$ cat src/rtl/pipeline_hazard_ctrl_if.sv
// Decode-stage hazard bus: pipeline observations in, register enables/flushes and event counters out.
// The master drives the pipeline observations and the slave is the hazard controller.
interface pipeline_hazard_ctrl_if;
    localparam int unsigned XLEN  = 32;
    localparam int unsigned REG_W = 5;
    localparam int unsigned CNT_W = 16;

    logic [XLEN-1:0]  INSTR_ID;
    logic             STALLSIG_EX;
    logic [REG_W-1:0] RD_EX;
    logic             REDIRECT_EX;
    logic             MEM_BUSY;
    logic             PC_EN;
    logic             IFID_EN;
    logic             IDEX_EN;
    logic             IFID_FLUSH;
    logic             IDEX_FLUSH;
    logic [CNT_W-1:0] STALL_CNT;
    logic [CNT_W-1:0] FLUSH_CNT;
    logic [CNT_W-1:0] HOLD_CNT;
    logic [1:0]       HAZ_STATE;

    modport master (
        output INSTR_ID, STALLSIG_EX, RD_EX, REDIRECT_EX, MEM_BUSY,
        input  PC_EN, IFID_EN, IDEX_EN, IFID_FLUSH, IDEX_FLUSH,
        input  STALL_CNT, FLUSH_CNT, HOLD_CNT, HAZ_STATE
    );

    modport slave (
        input  INSTR_ID, STALLSIG_EX, RD_EX, REDIRECT_EX, MEM_BUSY,
        output PC_EN, IFID_EN, IDEX_EN, IFID_FLUSH, IDEX_FLUSH,
        output STALL_CNT, FLUSH_CNT, HOLD_CNT, HAZ_STATE
    );
endinterface

$ cat src/rtl/pipeline_hazard_ctrl.sv
// Pipeline hazard controller: load-use stall, branch redirect flush and memory-busy freeze,
// with saturating event counters.
module pipeline_hazard_ctrl (
    input  logic                   clk,
    input  logic                   rst_n,
    pipeline_hazard_ctrl_if.slave  bus
);
    localparam int unsigned CNT_W   = 16;
    localparam int unsigned REG_W   = 5;
    localparam int unsigned OPC_W   = 7;
    localparam logic [CNT_W-1:0] CNT_MAX = {CNT_W{1'b1}};

    typedef enum logic [1:0] {
        RUN     = 2'b00,
        LDSTALL = 2'b01,
        HOLD    = 2'b10
    } haz_state_t;

    haz_state_t       state_q, state_d;
    logic [CNT_W-1:0] stall_cnt, flush_cnt, hold_cnt;
    logic             inc_stall, inc_flush, inc_hold;
    logic [OPC_W-1:0] opcode;
    logic [REG_W-1:0] rs1, rs2;
    logic             use_rs1, use_rs2, load_use;
    logic             unused_instr_bits;

    // Register-source usage decode
    assign opcode            = bus.INSTR_ID[6:0];
    assign rs1               = bus.INSTR_ID[19:15];
    assign rs2               = bus.INSTR_ID[24:20];
    assign unused_instr_bits = ^{bus.INSTR_ID[31:25], bus.INSTR_ID[14:7]};

    always_comb begin
        use_rs1 = 1'b0;
        use_rs2 = 1'b0;
        case (opcode)
            7'b0110011, 7'b0100011, 7'b1100011: begin
                use_rs1 = 1'b1;
                use_rs2 = 1'b1;
            end
            7'b0010011, 7'b0000011, 7'b1100111: use_rs1 = 1'b1;
            default: ;
        endcase
    end

    assign load_use = bus.STALLSIG_EX && (bus.RD_EX != REG_W'(0)) &&
                      ((use_rs1 && (bus.RD_EX == rs1)) || (use_rs2 && (bus.RD_EX == rs2)));

    always_ff @(posedge clk or negedge rst_n) begin
        if (!rst_n) state_q <= RUN;
        else        state_q <= state_d;
    end

    // Priority MEM_BUSY > REDIRECT_EX > LOAD_USE; a load gets exactly one bubble
    always_comb begin
        state_d        = RUN;
        bus.PC_EN      = 1'b1;
        bus.IFID_EN    = 1'b1;
        bus.IDEX_EN    = 1'b1;
        bus.IFID_FLUSH = 1'b0;
        bus.IDEX_FLUSH = 1'b0;
        inc_stall      = 1'b0;
        inc_flush      = 1'b0;
        inc_hold       = 1'b0;
        if (!rst_n) begin
            bus.PC_EN      = 1'b0;
            bus.IFID_EN    = 1'b0;
            bus.IDEX_EN    = 1'b0;
            bus.IFID_FLUSH = 1'b1;
            bus.IDEX_FLUSH = 1'b1;
        end else if (bus.MEM_BUSY) begin
            bus.PC_EN   = 1'b0;
            bus.IFID_EN = 1'b0;
            bus.IDEX_EN = 1'b0;
            state_d     = HOLD;
            inc_hold    = 1'b1;
        end else if (bus.REDIRECT_EX) begin
            bus.IFID_FLUSH = 1'b1;
            bus.IDEX_FLUSH = 1'b1;
            inc_flush      = 1'b1;
        end else if (load_use && (state_q != LDSTALL)) begin
            bus.PC_EN      = 1'b0;
            bus.IFID_EN    = 1'b0;
            bus.IDEX_FLUSH = 1'b1;
            state_d        = LDSTALL;
            inc_stall      = 1'b1;
        end
    end

    // Saturating event counters
    always_ff @(posedge clk or negedge rst_n) begin
        if (!rst_n) begin
            stall_cnt <= '0;
            flush_cnt <= '0;
            hold_cnt  <= '0;
        end else begin
            if (inc_stall && (stall_cnt != CNT_MAX)) stall_cnt <= stall_cnt + CNT_W'(1);
            if (inc_flush && (flush_cnt != CNT_MAX)) flush_cnt <= flush_cnt + CNT_W'(1);
            if (inc_hold  && (hold_cnt  != CNT_MAX)) hold_cnt  <= hold_cnt  + CNT_W'(1);
        end
    end

    assign bus.STALL_CNT = stall_cnt;
    assign bus.FLUSH_CNT = flush_cnt;
    assign bus.HOLD_CNT  = hold_cnt;
    assign bus.HAZ_STATE = state_q;
endmodule

$ cat src/flat_wrapper.sv
// flat-port wrapper written by rule: the top's interface ports become plain ports
module pipeline_hazard_ctrl_flat 
  (clk, rst_n, bus_INSTR_ID, bus_STALLSIG_EX, bus_RD_EX, bus_REDIRECT_EX, bus_MEM_BUSY, bus_PC_EN, bus_IFID_EN, bus_IDEX_EN, bus_IFID_FLUSH, bus_IDEX_FLUSH, bus_STALL_CNT, bus_FLUSH_CNT, bus_HOLD_CNT, bus_HAZ_STATE);
  pipeline_hazard_ctrl_if bus_i ();
  input  logic clk;
  input  logic rst_n;
  input wire logic [$bits(bus_i.INSTR_ID)-1:0] bus_INSTR_ID;
  input wire logic [$bits(bus_i.STALLSIG_EX)-1:0] bus_STALLSIG_EX;
  input wire logic [$bits(bus_i.RD_EX)-1:0] bus_RD_EX;
  input wire logic [$bits(bus_i.REDIRECT_EX)-1:0] bus_REDIRECT_EX;
  input wire logic [$bits(bus_i.MEM_BUSY)-1:0] bus_MEM_BUSY;
  output wire logic [$bits(bus_i.PC_EN)-1:0] bus_PC_EN;
  output wire logic [$bits(bus_i.IFID_EN)-1:0] bus_IFID_EN;
  output wire logic [$bits(bus_i.IDEX_EN)-1:0] bus_IDEX_EN;
  output wire logic [$bits(bus_i.IFID_FLUSH)-1:0] bus_IFID_FLUSH;
  output wire logic [$bits(bus_i.IDEX_FLUSH)-1:0] bus_IDEX_FLUSH;
  output wire logic [$bits(bus_i.STALL_CNT)-1:0] bus_STALL_CNT;
  output wire logic [$bits(bus_i.FLUSH_CNT)-1:0] bus_FLUSH_CNT;
  output wire logic [$bits(bus_i.HOLD_CNT)-1:0] bus_HOLD_CNT;
  output wire logic [$bits(bus_i.HAZ_STATE)-1:0] bus_HAZ_STATE;
  assign bus_i.INSTR_ID = bus_INSTR_ID;
  assign bus_i.STALLSIG_EX = bus_STALLSIG_EX;
  assign bus_i.RD_EX = bus_RD_EX;
  assign bus_i.REDIRECT_EX = bus_REDIRECT_EX;
  assign bus_i.MEM_BUSY = bus_MEM_BUSY;
  assign bus_PC_EN = bus_i.PC_EN;
  assign bus_IFID_EN = bus_i.IFID_EN;
  assign bus_IDEX_EN = bus_i.IDEX_EN;
  assign bus_IFID_FLUSH = bus_i.IFID_FLUSH;
  assign bus_IDEX_FLUSH = bus_i.IDEX_FLUSH;
  assign bus_STALL_CNT = bus_i.STALL_CNT;
  assign bus_FLUSH_CNT = bus_i.FLUSH_CNT;
  assign bus_HOLD_CNT = bus_i.HOLD_CNT;
  assign bus_HAZ_STATE = bus_i.HAZ_STATE;
  pipeline_hazard_ctrl u_core (.clk(clk), .rst_n(rst_n), .bus(bus_i));
endmodule
$ cat config.mk
export PLATFORM = sky130hd
export DESIGN_NAME = pipeline_hazard_ctrl_flat
export DESIGN_NICKNAME = d
export VERILOG_FILES = /design/src/rtl/pipeline_hazard_ctrl_if.sv /design/src/rtl/pipeline_hazard_ctrl.sv /design/src/flat_wrapper.sv
export SDC_FILE = /design/constraint.sdc
export NUM_CORES = 1
export LEC_CHECK = 0
export CAP_MARGIN = 0
export CELL_PAD_IN_SITES_DETAIL_PLACEMENT = 1
export CELL_PAD_IN_SITES_GLOBAL_PLACEMENT = 2
export CORE_MARGIN = 2
export CORE_UTILIZATION = 29
export CTS_CLUSTER_DIAMETER = 120
export CTS_CLUSTER_SIZE = 16
export DETAILED_ROUTE_END_ITERATION = 8
export PLACE_DENSITY_LB_ADDON = 0.25
export SYNTH_ARGS = -nofsm -noshare
export SYNTH_HDL_FRONTEND = slang
export SYNTH_SLANG_ARGS = --single-unit
export TNS_END_PERCENT = 5
$ cat constraint.sdc
create_clock -name clk -period 5.04 [get_ports clk]
set_clock_uncertainty 0.1 [all_clocks]
set_input_delay 0.504 -clock clk [delete_from_list [all_inputs] [get_ports clk]]
set_output_delay 0.504 -clock clk [all_outputs]
set_load 0.005 [all_outputs]
# Word level (Yosys, flattened, before mapping)
# Index checks and enable logic that the tools add are counted.
# word_totals
ff_bits	50
elab_cells	56
# classes
addsub	3
eq_ne	12
n_mux	25
reduce_logical	12
# ops
operator	n
$add A16 B1 Y16 const B	3
$ne A16 B16 Y1 const B	3
$mux W1	22
$eq A7 B6 Y1 const B	2
$eq A7 B7 Y1 const B	2
$eq A5 B5 Y1	2
$logic_and A1 B1 Y1	8
$eq A7 B2 Y1 const B	1
$eq A7 B5 Y1 const B	1
$mux W2	3
$reduce_or A6 Y1	1
$reduce_bool A5 Y1	1
$reduce_or A3 Y1	1
$ne A2 B1 Y1 const B	1
$logic_or A1 B1 Y1	1

# Logic depth before layout (Yosys ltp)
# Gate-level depths: netlist (run 1).
# depth
depth_word	12
depth_mapped	7
mapped_depth_nobuf	6

# Least setup slack after synthesis (run 1)
# Ideal clock, no wire load.
# synth_path
kind	input to output
start	input bus_RD_EX[0]
end	output bus_PC_EN
arrival_ns	1.785
setup_slack_ns	2.651
stages	6
n_path_buf	2
path_cell_list	or4_1 o21ai_1 a21oi_4 buf_6 a21oi_1 buf_4
# synth_between
elab_chain_len	9
elab_cells_between_ends	13
cone_classes	eq/ne: 2; mux: 4; reduce/logical: 7
# synth_lines
item	line	source
start: declaration	flat_wrapper.sv:9	input wire logic [$bits(bus_i.RD_EX)-1:0] bus_RD_EX;
$eq A5 B5 Y1	pipeline_hazard_ctrl.sv:47	((use_rs1 && (bus.RD_EX == rs1)) || (use_rs2 && (bus.RD_EX == rs2)));
$logic_and A1 B1 Y1	pipeline_hazard_ctrl.sv:47	
$logic_or A1 B1 Y1	pipeline_hazard_ctrl.sv:47	
$logic_and A1 B1 Y1 (*)	pipeline_hazard_ctrl.sv:46	assign load_use = bus.STALLSIG_EX && (bus.RD_EX != REG_W'(0)) &&
$logic_and A1 B1 Y1 (*)	pipeline_hazard_ctrl.sv:81	end else if (load_use && (state_q != LDSTALL)) begin
$mux W1 (*) (4 in series)	--	
end: declaration	flat_wrapper.sv:12	output wire logic [$bits(bus_i.PC_EN)-1:0] bus_PC_EN;
# Every way passes the cells marked *; elsewhere a longest branch is shown, timed or not.

# Final worst setup path (run 1)
# layout_path
start	input bus_RD_EX[3]
end	output bus_IDEX_FLUSH
# layout_between
elab_chain_len	9
elab_cells_between_ends	13
cone_classes	eq/ne: 2; mux: 4; reduce/logical: 7
# layout_lines
item	line	source
$eq A5 B5 Y1	pipeline_hazard_ctrl.sv:47	
$logic_and A1 B1 Y1	pipeline_hazard_ctrl.sv:47	
$logic_or A1 B1 Y1	pipeline_hazard_ctrl.sv:47	
$logic_and A1 B1 Y1 (*)	pipeline_hazard_ctrl.sv:46	
$logic_and A1 B1 Y1 (*)	pipeline_hazard_ctrl.sv:81	
$mux W1 (*)	pipeline_hazard_ctrl.sv:81	
$mux W1 (*)	pipeline_hazard_ctrl.sv:77	end else if (bus.REDIRECT_EX) begin
$mux W1 (*)	pipeline_hazard_ctrl.sv:71	end else if (bus.MEM_BUSY) begin
$mux W1 (*)	pipeline_hazard_ctrl.sv:65	if (!rst_n) begin
end: declaration	flat_wrapper.sv:16	output wire logic [$bits(bus_i.IDEX_FLUSH)-1:0] bus_IDEX_FLUSH;
# Marked as above.

==> results.tsv, run 1 <==
metric	value	unit
wl	6640	µm
syn_nets	287	
avgRoutedWirePerCell	15.3	µm
outcome	finished clean	
clk_path_buf_depth	2	
setup.worst_path.end_class	primary output	
layout_commonest_cell	clkdlybuf4s50_1	
die_area	0.00970	mm²
timing.final.crit_share	69.8	%
ys_async_sr_fraction	100	%
critPathLaunchType	input port	
drt-initial-drc-count	41	
crit_type	input port to primary output	
ant_nets	0	
synth_seq_cells	50	
place_hpwl	5000	µm
max_slew.worst_pin.slew	670	ps
syn_area_per_cell	10.7	µm²
timing.critical_path.required	4440	ps
vias	2107	
hold_path.class	input port to async pin	
final_nets	371	
die_w	98.5	µm
path_clk_slew	90	ps
grt.overflow.total	0	
cts-htree-levels	2	
syn_inst	242	
worstSkewPairLatency	300	ps
drv_slew	0	
cts-root-buf	clkbuf_8	
die_h	98.5	µm
cts_hold_buf	0	
max_freq	284	MHz
grt_max_degree	34	
top_usage_layer	met2	
drc	0	
port_buffers	81	
layout-drive-gt1-share	7.03	%
instances_no_fill	435	
slew_headroom	55.3	%
synth_seq_area_share	48.3	%
num_antenna_cells	0	
ir_worst_vdd	0.000164	V
vias_per_cell	4.84	
grt_pass1_vias	2105	
core_area	0.00868	mm²
p_per_area	273	mW/mm²
fillers	994	
setup_violations	0	
cts_sinks	50	
arrival	2910	ps
critPathMaxFanout	18	
fin_tns_setup	0	ps
drv_cap	0	
ios	97	
grt_use_total	13.9	%
synth_top_area_cell	dfrtp_1	
hold_viol	0	
post_cts_resized	0	
grtUsageMet2	21.2	%
cts_made_buffers	5	
use_met3	3.05	%
use_met1	20.0	%
fin_crit	3520	ps
areaGrowthSynthToFinish	38.9	%
dp_cells	427	
routabilityCongestion	0.727	
p_leak	1.51	nW
synth.area.top_cells	dfrtp_1 (48%), xnor2_1 (11%), xor2_1 (6.8%), nand4_1 (5.3%), nand2_1 (3.3%)	
antenna_found_initial	0	
rsz0062_at_grt	false	
row_count	34	
synth.top_cell.area_share	48.3	%
grt_pass1_wl	11000	µm
ys.flop_type	dfrtp_1	
tritoncts	done	
power	0.000981	W
cts_setup_buffers	0	
start_util	29.8	%
final_cell_mix	clkdlybuf4s50_1 (80), dfrtp_1 (50), xnor2_1 (33)	
synth_cell_type_count	42	
synth_edf_count	0	
yosys_warnings	0	
mappedNetlistArea	0.00259	mm²
first_pass_iters	4	
fin_util	41.5	%
[sequential cells by signal, summed over array words and instances, names as in the netlist]
| signal | cells |
|---|---|
| u_core.bus.STALL_CNT | 16 |
| u_core.bus.FLUSH_CNT | 16 |
| u_core.bus.HAZ_STATE | 2 |
| u_core.bus.HOLD_CNT | 16 |
[logic make-up (layout without fill, tap and decap cells)]
family          after synthesis  in the layout  share of synthesized area, %
mux                           4              4                          1.69
xor+xnor                     53             53                          17.9
buf+inv                      13             98                          2.90
fa+ha+maj                     3              3                          1.45
compound gates               12             12                          4.64
flops                        50             50                          48.3
simple gates                107            107                          23.1
[through the flow]
stage | hold WS, ps | cell area, µm² | setup WS [ps]
2_1_floorplan | 108 | 2590 | 2650
3_3_place_gp | 389 | 3490 | 1490
3_5_place_dp | 384 | 3490 | 1450
4_1_cts | 80.2 | 3600 | 1430
5_1_grt | 89.7 | 3600 | 1310
6_report | 65.8 | 3600 | 1520
[critical path, stage by stage]
cell and delay, ps:
clkdlybuf4s50_1 480, xor2_1 190, nor4_1 350, nand3_1 170
a21oi_4 500, a21o_1 210, clkdlybuf4s50_1 500
[final timing paths]
| path | start | end | slack [ps] | cells past startpoint |
|---|---|---|---|---|
| max in group asynchronous | rst_n | u_core.bus.HOLD_CNT[4] | 3950 | 2 |
| min | rst_n | u_core.bus.STALL_CNT[2] | 70 | 1 |
| max reg2reg | u_core.bus.STALL_CNT[0] | u_core.bus.STALL_CNT[1] | 2780 | 5 |
| min in group clk | u_core.bus.STALL_CNT[5] | u_core.bus.STALL_CNT[5] | 390 | 1 |
| max | bus_RD_EX[3] | bus_IDEX_FLUSH | 1520 | 7 |
| min reg2reg | u_core.bus.STALL_CNT[5] | u_core.bus.STALL_CNT[5] | 390 | 1 |
[cells in the mapped netlist, types with 2 or more instances]
| master | instances |
|---|---|
| dfrtp_1 | 50 |
| xnor2_1 | 33 |
| nand2_1 | 23 |
| nand4_1 | 22 |
| xor2_1 | 20 |
| nor2_1 | 18 |
| and3_1 | 12 |
| nand3_1 | 10 |
| inv_1 | 7 |
| nor3_1 | 6 |
| buf_6 | 3 |
| ha_1 | 3 |
| mux2_1 | 2 |
| nand4_2 | 2 |
| nor4_1 | 2 |
| o21ai_0 | 2 |
| or4_1 | 2 |
[where the power goes]
part           leakage (nW)  switching [W]  internal (W)
Clock                0.0544       0.000135      0.000126
Combinational         0.779      0.0000766      0.000136
Sequential            0.672      0.0000636      0.000443
[cell type report]
type	count	area (µm²)	share of cell area (%)
clock buffer	7	96.3	2.68
clock inverter	1	8.76	0.243
inverter	8	30.0	0.834
multi-input combinational	179	1260	35.1
sequential	50	1250	34.8
tap	108	135	3.76
timing repair buffer	82	813	22.6
[layer usage]
layer  share of wire [%]  vias to the layer above
met4                 1.1                        0
met2                  45                       54
li1                    -                     1016
met3                 5.1                        7
met5                   0                        -
met1                  48                     1030
No activity file was read; power rests on OpenSTA's default activity.
==> run 2, diff against run 1 <==
CORE_UTILIZATION = 27   (was 29)
clock period = 3.3 ns   (was 5.04 ns; I/O delays follow)
==> run 2 against run 1 <==
  * Worst setup slack got worse by 1100 ps
  * Hold slack improved by 340 ps
  * Wire length increased by 1.6%
  * Global-route usage decreased by 0.44 points
==> results.tsv, run 2 (synthesized netlist as in run 1, its figures left out) <==
metric	value	unit	change
layout_commonest_cell	clkdlybuf4s50_1		unchanged
die_area	0.0104	mm²	was 0.00970 mm²
rsz0062_at_grt	false		unchanged
clk_path_buf_depth	2		unchanged
fin_crit	2870	ps	
power	0.00147	W	was 0.000981 W
areaGrowthSynthToFinish	40.4	%	was 38.9%
cts_sinks	50		unchanged
die_w	102	µm	was 98.5 µm
seq_area	0.00125	mm²	unchanged
fillers	1079		was 994
ant_nets	0		unchanged
p_leak	1.51	nW	about the same
max_slew.worst_pin.slew	668	ps	was 670 ps
hold_path.class	flop to flop		was input port to async pin
row_count	35		was 34
hp-start	u_core.bus.STALL_CNT[14]		
grt.overflow.total	0		unchanged
final_cell_mix	clkdlybuf4s50_1 (80), dfrtp_1 (50), xnor2_1 (33)		unchanged
post_cts_resized	0		unchanged
use_met1	19.6	%	was 20.0%
grt_use_total	13.4	%	was 13.9%
drv_cap	0		unchanged
instances_no_fill	459		was 435
setup_violations	0		unchanged
setup.worst_path.end_class	primary output		unchanged
routabilityCongestion	0.748		was 0.727
fin_tns_setup	0	ps	unchanged
drt-initial-drc-count	35		was 41
p_per_area	405	mW/mm²	was 273 mW/mm²
tritoncts	done		unchanged
layout-drive-gt1-share	7.27	%	was 7.03%
timing.final.crit_share	86.8	%	
port_buffers	81		unchanged
core_area	0.00928	mm²	was 0.00868 mm²
cts-htree-levels	2		unchanged
timing.critical_path.required	2870	ps	was 4440 ps
final_nets	374		was 371
die_h	102	µm	was 98.5 µm
hold_viol	0		unchanged
grtUsageMet2	19.7	%	was 21.2%
path_clk_slew	90	ps	about the same
drc	0		unchanged
critPathMaxFanout	4		was 18
first_pass_iters	4		unchanged
critPathLaunchType	input port		unchanged
dp_cells	450		was 427
cp-startpoint	bus_RD_EX[0]		was bus_RD_EX[3]
drv_slew	0		unchanged
crit_type	input port to primary output		unchanged
avgRoutedWirePerCell	14.7	µm	was 15.3 µm
place_hpwl	5080	µm	was 5000 µm
grt_pass1_wl	11000	µm	about the same
antenna_found_initial	0		unchanged
vias	2132		was 2107
fin_util	39.2	%	was 41.5%
grt_pass1_vias	2202		was 2105
cts-root-buf	clkbuf_8		unchanged
ir_worst_vdd	0.000224	V	was 0.000164 V
top_usage_layer	met2		unchanged
r2r_start	u_core.bus.STALL_CNT[0]		unchanged
grt_max_degree	38		was 34
max_freq	349	MHz	
vias_per_cell	4.64		was 4.84
outcome	finished clean		unchanged
cts_made_buffers	5		unchanged
arrival	2440	ps	was 2910 ps
wl	6750	µm	was 6640 µm
multi_input_area	0.00126	mm²	unchanged
slew_headroom	55.4	%	was 55.3%
num_antenna_cells	0		unchanged
use_met3	3.56	%	was 3.05%
ios	97		unchanged
worstSkewPairLatency	300	ps	about the same
start_util	27.9	%	was 29.8%
run 2: routing by layer:
layer	vias up	routed length, µm
li1	1021	-
met4	0	38
met2	62	2880
met5	-	0
met3	2	479
met1	1047	3350
run 2: layout make-up:
| cell class | instances | share of cell area (%) |
|---|---|---|
| tap | 129 | 4.44 |
| multi-input combinational | 179 | 34.8 |
| clock buffer | 7 | 2.37 |
| clock inverter | 1 | 0.138 |
| inverter | 8 | 0.826 |
| sequential | 50 | 34.4 |
| timing repair buffer | 85 | 23.1 |
run 2: final timing paths:
| path | endpoint | slack, ps | depth (start not counted) |
|---|---|---|---|
| worst max-delay path | bus_PC_EN | 430 | 6 |
| worst min-delay path | u_core.bus.STALL_CNT[14] | 410 | 1 |
| worst max register to register | u_core.bus.STALL_CNT[1] | 1040 | 5 |
| worst min register to register | u_core.bus.STALL_CNT[14] | 410 | 1 |
| max in group asynchronous | u_core.bus.STALL_CNT[11] | 1840 | 3 |
| min in group asynchronous | u_core.bus.STALL_CNT[7] | 420 | 2 |
run 2: report_power, final:
part | switching, W | internal [W] | total, W
Combinational | 0.000116 | 0.000207 | 0.000323
Sequential | 0.0000956 | 0.000677 | 0.000773
Clock | 0.000207 | 0.000170 | 0.000377
Total | 0.000418 | 0.00105 | 0.00147
run 2: worst max-delay path, stage by stage:
cell	delay, ps
clkdlybuf4s50_1	470
or4_1	550
o21ai_1	240
a21oi_4	70
a21oi_1	230
clkdlybuf4s50_1	540
run 2: per-stage QoR:
step	instance area [µm²]	setup WS (ps)	hold WS, ps
floorplan	2590	1260	-65.6
global placement	3530	409	179
detailed placement	3530	425	194
CTS	3640	399	403
global route	3640	299	439
finish	3640	434	405
run 2: repair_timing:
| action | 4_1_cts | 5_1_grt |
|---|---|---|
| setup buffers | 0 | 0 |
| hold endpoints to repair | 13 | 0 |
| hold buffers | 1 | 0 |
==> run 3, diff against run 2 <==
SLEW_MARGIN = 15   (was not set)
clock period = 3 ns   (was 3.3 ns; I/O delays follow)
==> run 3 against run 2 <==
  * Via count increased by 0.84%
  * Design area decreased by 0.21%
  * Register-to-register slack got worse by 290 ps
  * First-iteration DRC count increased by 60%
  * Wire length increased by 0.86%
  * Critical path type unchanged
  * Sequential power increased by 9.7%
  * Worst setup slack got worse by 250 ps
  * Non-clock buffer count increased by 1
  * Combinational power increased by 11%
  * Sequential cell count unchanged
  * Sequential share of layout area increased by 0.071 points
  * Critical endpoint unchanged
==> results.tsv, run 3 (synthesized netlist as in run 1, its figures left out) <==
metric	value	unit	change
place_hpwl	5170	µm	was 5080 µm
slew_headroom	56.0	%	was 55.4%
tritoncts	done		unchanged
ios	97		unchanged
p_per_area	435	mW/mm²	was 405 mW/mm²
start_util	27.9	%	unchanged
p_leak	1.51	nW	about the same
fin_tns_setup	0	ps	unchanged
crit_family	buffers and inverters		unchanged
layout_commonest_cell	clkdlybuf4s50_1		unchanged
drv_cap	0		unchanged
final_cell_mix	clkdlybuf4s50_1 (80), dfrtp_1 (50), xnor2_1 (33)		unchanged
cp-startpoint	bus_RD_EX[0]		unchanged
fin_util	39.1	%	was 39.2%
timing.hold.ws	395	ps	was 405 ps
worstSkewPairLatency	300	ps	about the same
critPathMaxFanout	4		unchanged
avgRoutedWirePerCell	14.8	µm	was 14.7 µm
hold_viol	0		unchanged
first_pass_iters	4		unchanged
highest_layer	met4		unchanged
crit_type	input port to primary output		unchanged
setup_violations	0		unchanged
drv_slew	0		unchanged
setup.worst_path.end_class	primary output		unchanged
post_cts_resized	0		unchanged
arrival	2410	ps	was 2440 ps
cts_made_buffers	5		unchanged
met1_length	3430	µm	was 3350 µm
timing.final.crit_share	93.7	%	
max_slew.worst_pin.slew	661	ps	was 668 ps
routabilityCongestion	0.730		was 0.748
fillers	1064		was 1079
hold_path.class	flop to flop		unchanged
cts_sinks	50		unchanged
path_clk_slew	90	ps	about the same
core_area	0.00928	mm²	unchanged
reg2reg_slack	750	ps	was 1040 ps
fin_crit	2810	ps	
wl	6800	µm	was 6750 µm
ff2ff_path_depth	5		unchanged
die_w	102	µm	unchanged
path_buf_inv	2		unchanged
grt_pass1_wl	11300	µm	was 11000 µm
row_count	35		unchanged
rsz0062_at_grt	false		unchanged
die_h	102	µm	unchanged
areaGrowthSynthToFinish	40.1	%	was 40.4%
r2r_start	u_core.bus.STALL_CNT[0]		unchanged
final_nets	375		was 374
grt_max_degree	30		was 38
cpPeakStageDelay	560	ps	was 550 ps
grt_pass1_vias	2227		was 2202
rr_endpoint	u_core.bus.STALL_CNT[1]		unchanged
layout-drive-gt1-share	6.97	%	was 7.27%
vias	2150		was 2132
critPathLaunchType	input port		unchanged
num_antenna_cells	0		unchanged
crit_cells	6		unchanged
drt-initial-drc-count	56		was 35
clk_path_buf_depth	2		unchanged
antenna_found_initial	0		unchanged
ant_nets	0		unchanged
grt.overflow.total	0		unchanged
cts-htree-levels	2		unchanged
port_buffers	81		unchanged
wl_met3	421	µm	was 479 µm
drc	0		unchanged
ir_worst_vdd	0.000259	V	was 0.000224 V
outcome	finished clean		unchanged
cpMaxStageDelayCell	or4_1		unchanged
timing.critical_path.required	2600	ps	was 2870 ps
crit_chain	clkdlybuf4s50_1 -> or4_1 -> o21ai_1 -> a21oi_4 -> a21oi_1 -> clkdlybuf4s50_1		unchanged
dr_wl_met2	2900	µm	was 2880 µm
vias_per_cell	4.68		was 4.64
crit_top_cell	clkdlybuf4s50_1		unchanged
grt_use_total	13.6	%	was 13.4%
setup.worst_path.end	bus_PC_EN		unchanged
max_freq	356	MHz	
cts-root-buf	clkbuf_8		unchanged
power	0.00158	W	was 0.00147 W
die_area	0.0104	mm²	unchanged
[run 3: changes by cell type in the layout (fill, tap and decap cells not counted), sizes merged]
cell and delta:
buf +1, clkinv -1
[run 3: metal layers]
metal | track usage [%] | vias to the layer above
met5 | 0 | -
met3 | 3.56 | 5
met2 | 19.9 | 60
met4 | 3.38 | 0
li1 | - | 1022
met1 | 20.1 | 1063
[run 3: timing repair]
item                                   CTS  global route
endpoints found under the hold margin   21             0
hold buffers                             1             0
setup buffers                            0             0
setup endpoints to repair                0             0
[run 3: report_power, final]
part	switching, W	total, W	internal, W
clock network	0.000212	0.000373	0.000161
registers	0.000104	0.000848	0.000745
logic	0.000128	0.000358	0.000230
total	0.000444	0.00158	0.00114
[run 3: worst min path at each step]
stage | from | cells after the start | to | slack [ps]
after detailed placement | rst_n | 2 | u_core.bus.STALL_CNT[7] | 290
after floorplan | rst_n | 0 | u_core.bus.FLUSH_CNT[0] | -100
after global placement | rst_n | 2 | u_core.bus.STALL_CNT[7] | 290
after CTS | u_core.bus.HOLD_CNT[8] | 1 | u_core.bus.HOLD_CNT[8] | 410
after global routing | u_core.bus.FLUSH_CNT[9] | 1 | u_core.bus.FLUSH_CNT[9] | 420
final | u_core.bus.FLUSH_CNT[9] | 1 | u_core.bus.FLUSH_CNT[9] | 400
[run 3: layout make-up]
| cell class | count | area [µm²] | share of cell area [%] |
|---|---|---|---|
| inverter | 8 | 30.0 | 0.828 |
| sequential | 50 | 1250 | 34.5 |
| multi-input combinational | 179 | 1260 | 34.8 |
| timing repair buffer | 86 | 846 | 23.3 |
| clock buffer | 7 | 76.3 | 2.10 |
| tap | 129 | 161 | 4.45 |
[run 3: stage by stage]
step	worst slack, ps	cell area, µm²	instances
after CTS	156	3630	459
after floorplan	1020	2590	242
after detailed placement	179	3540	451
after global routing	27.6	3630	459
final	189	3630	459
after global placement	163	3540	451
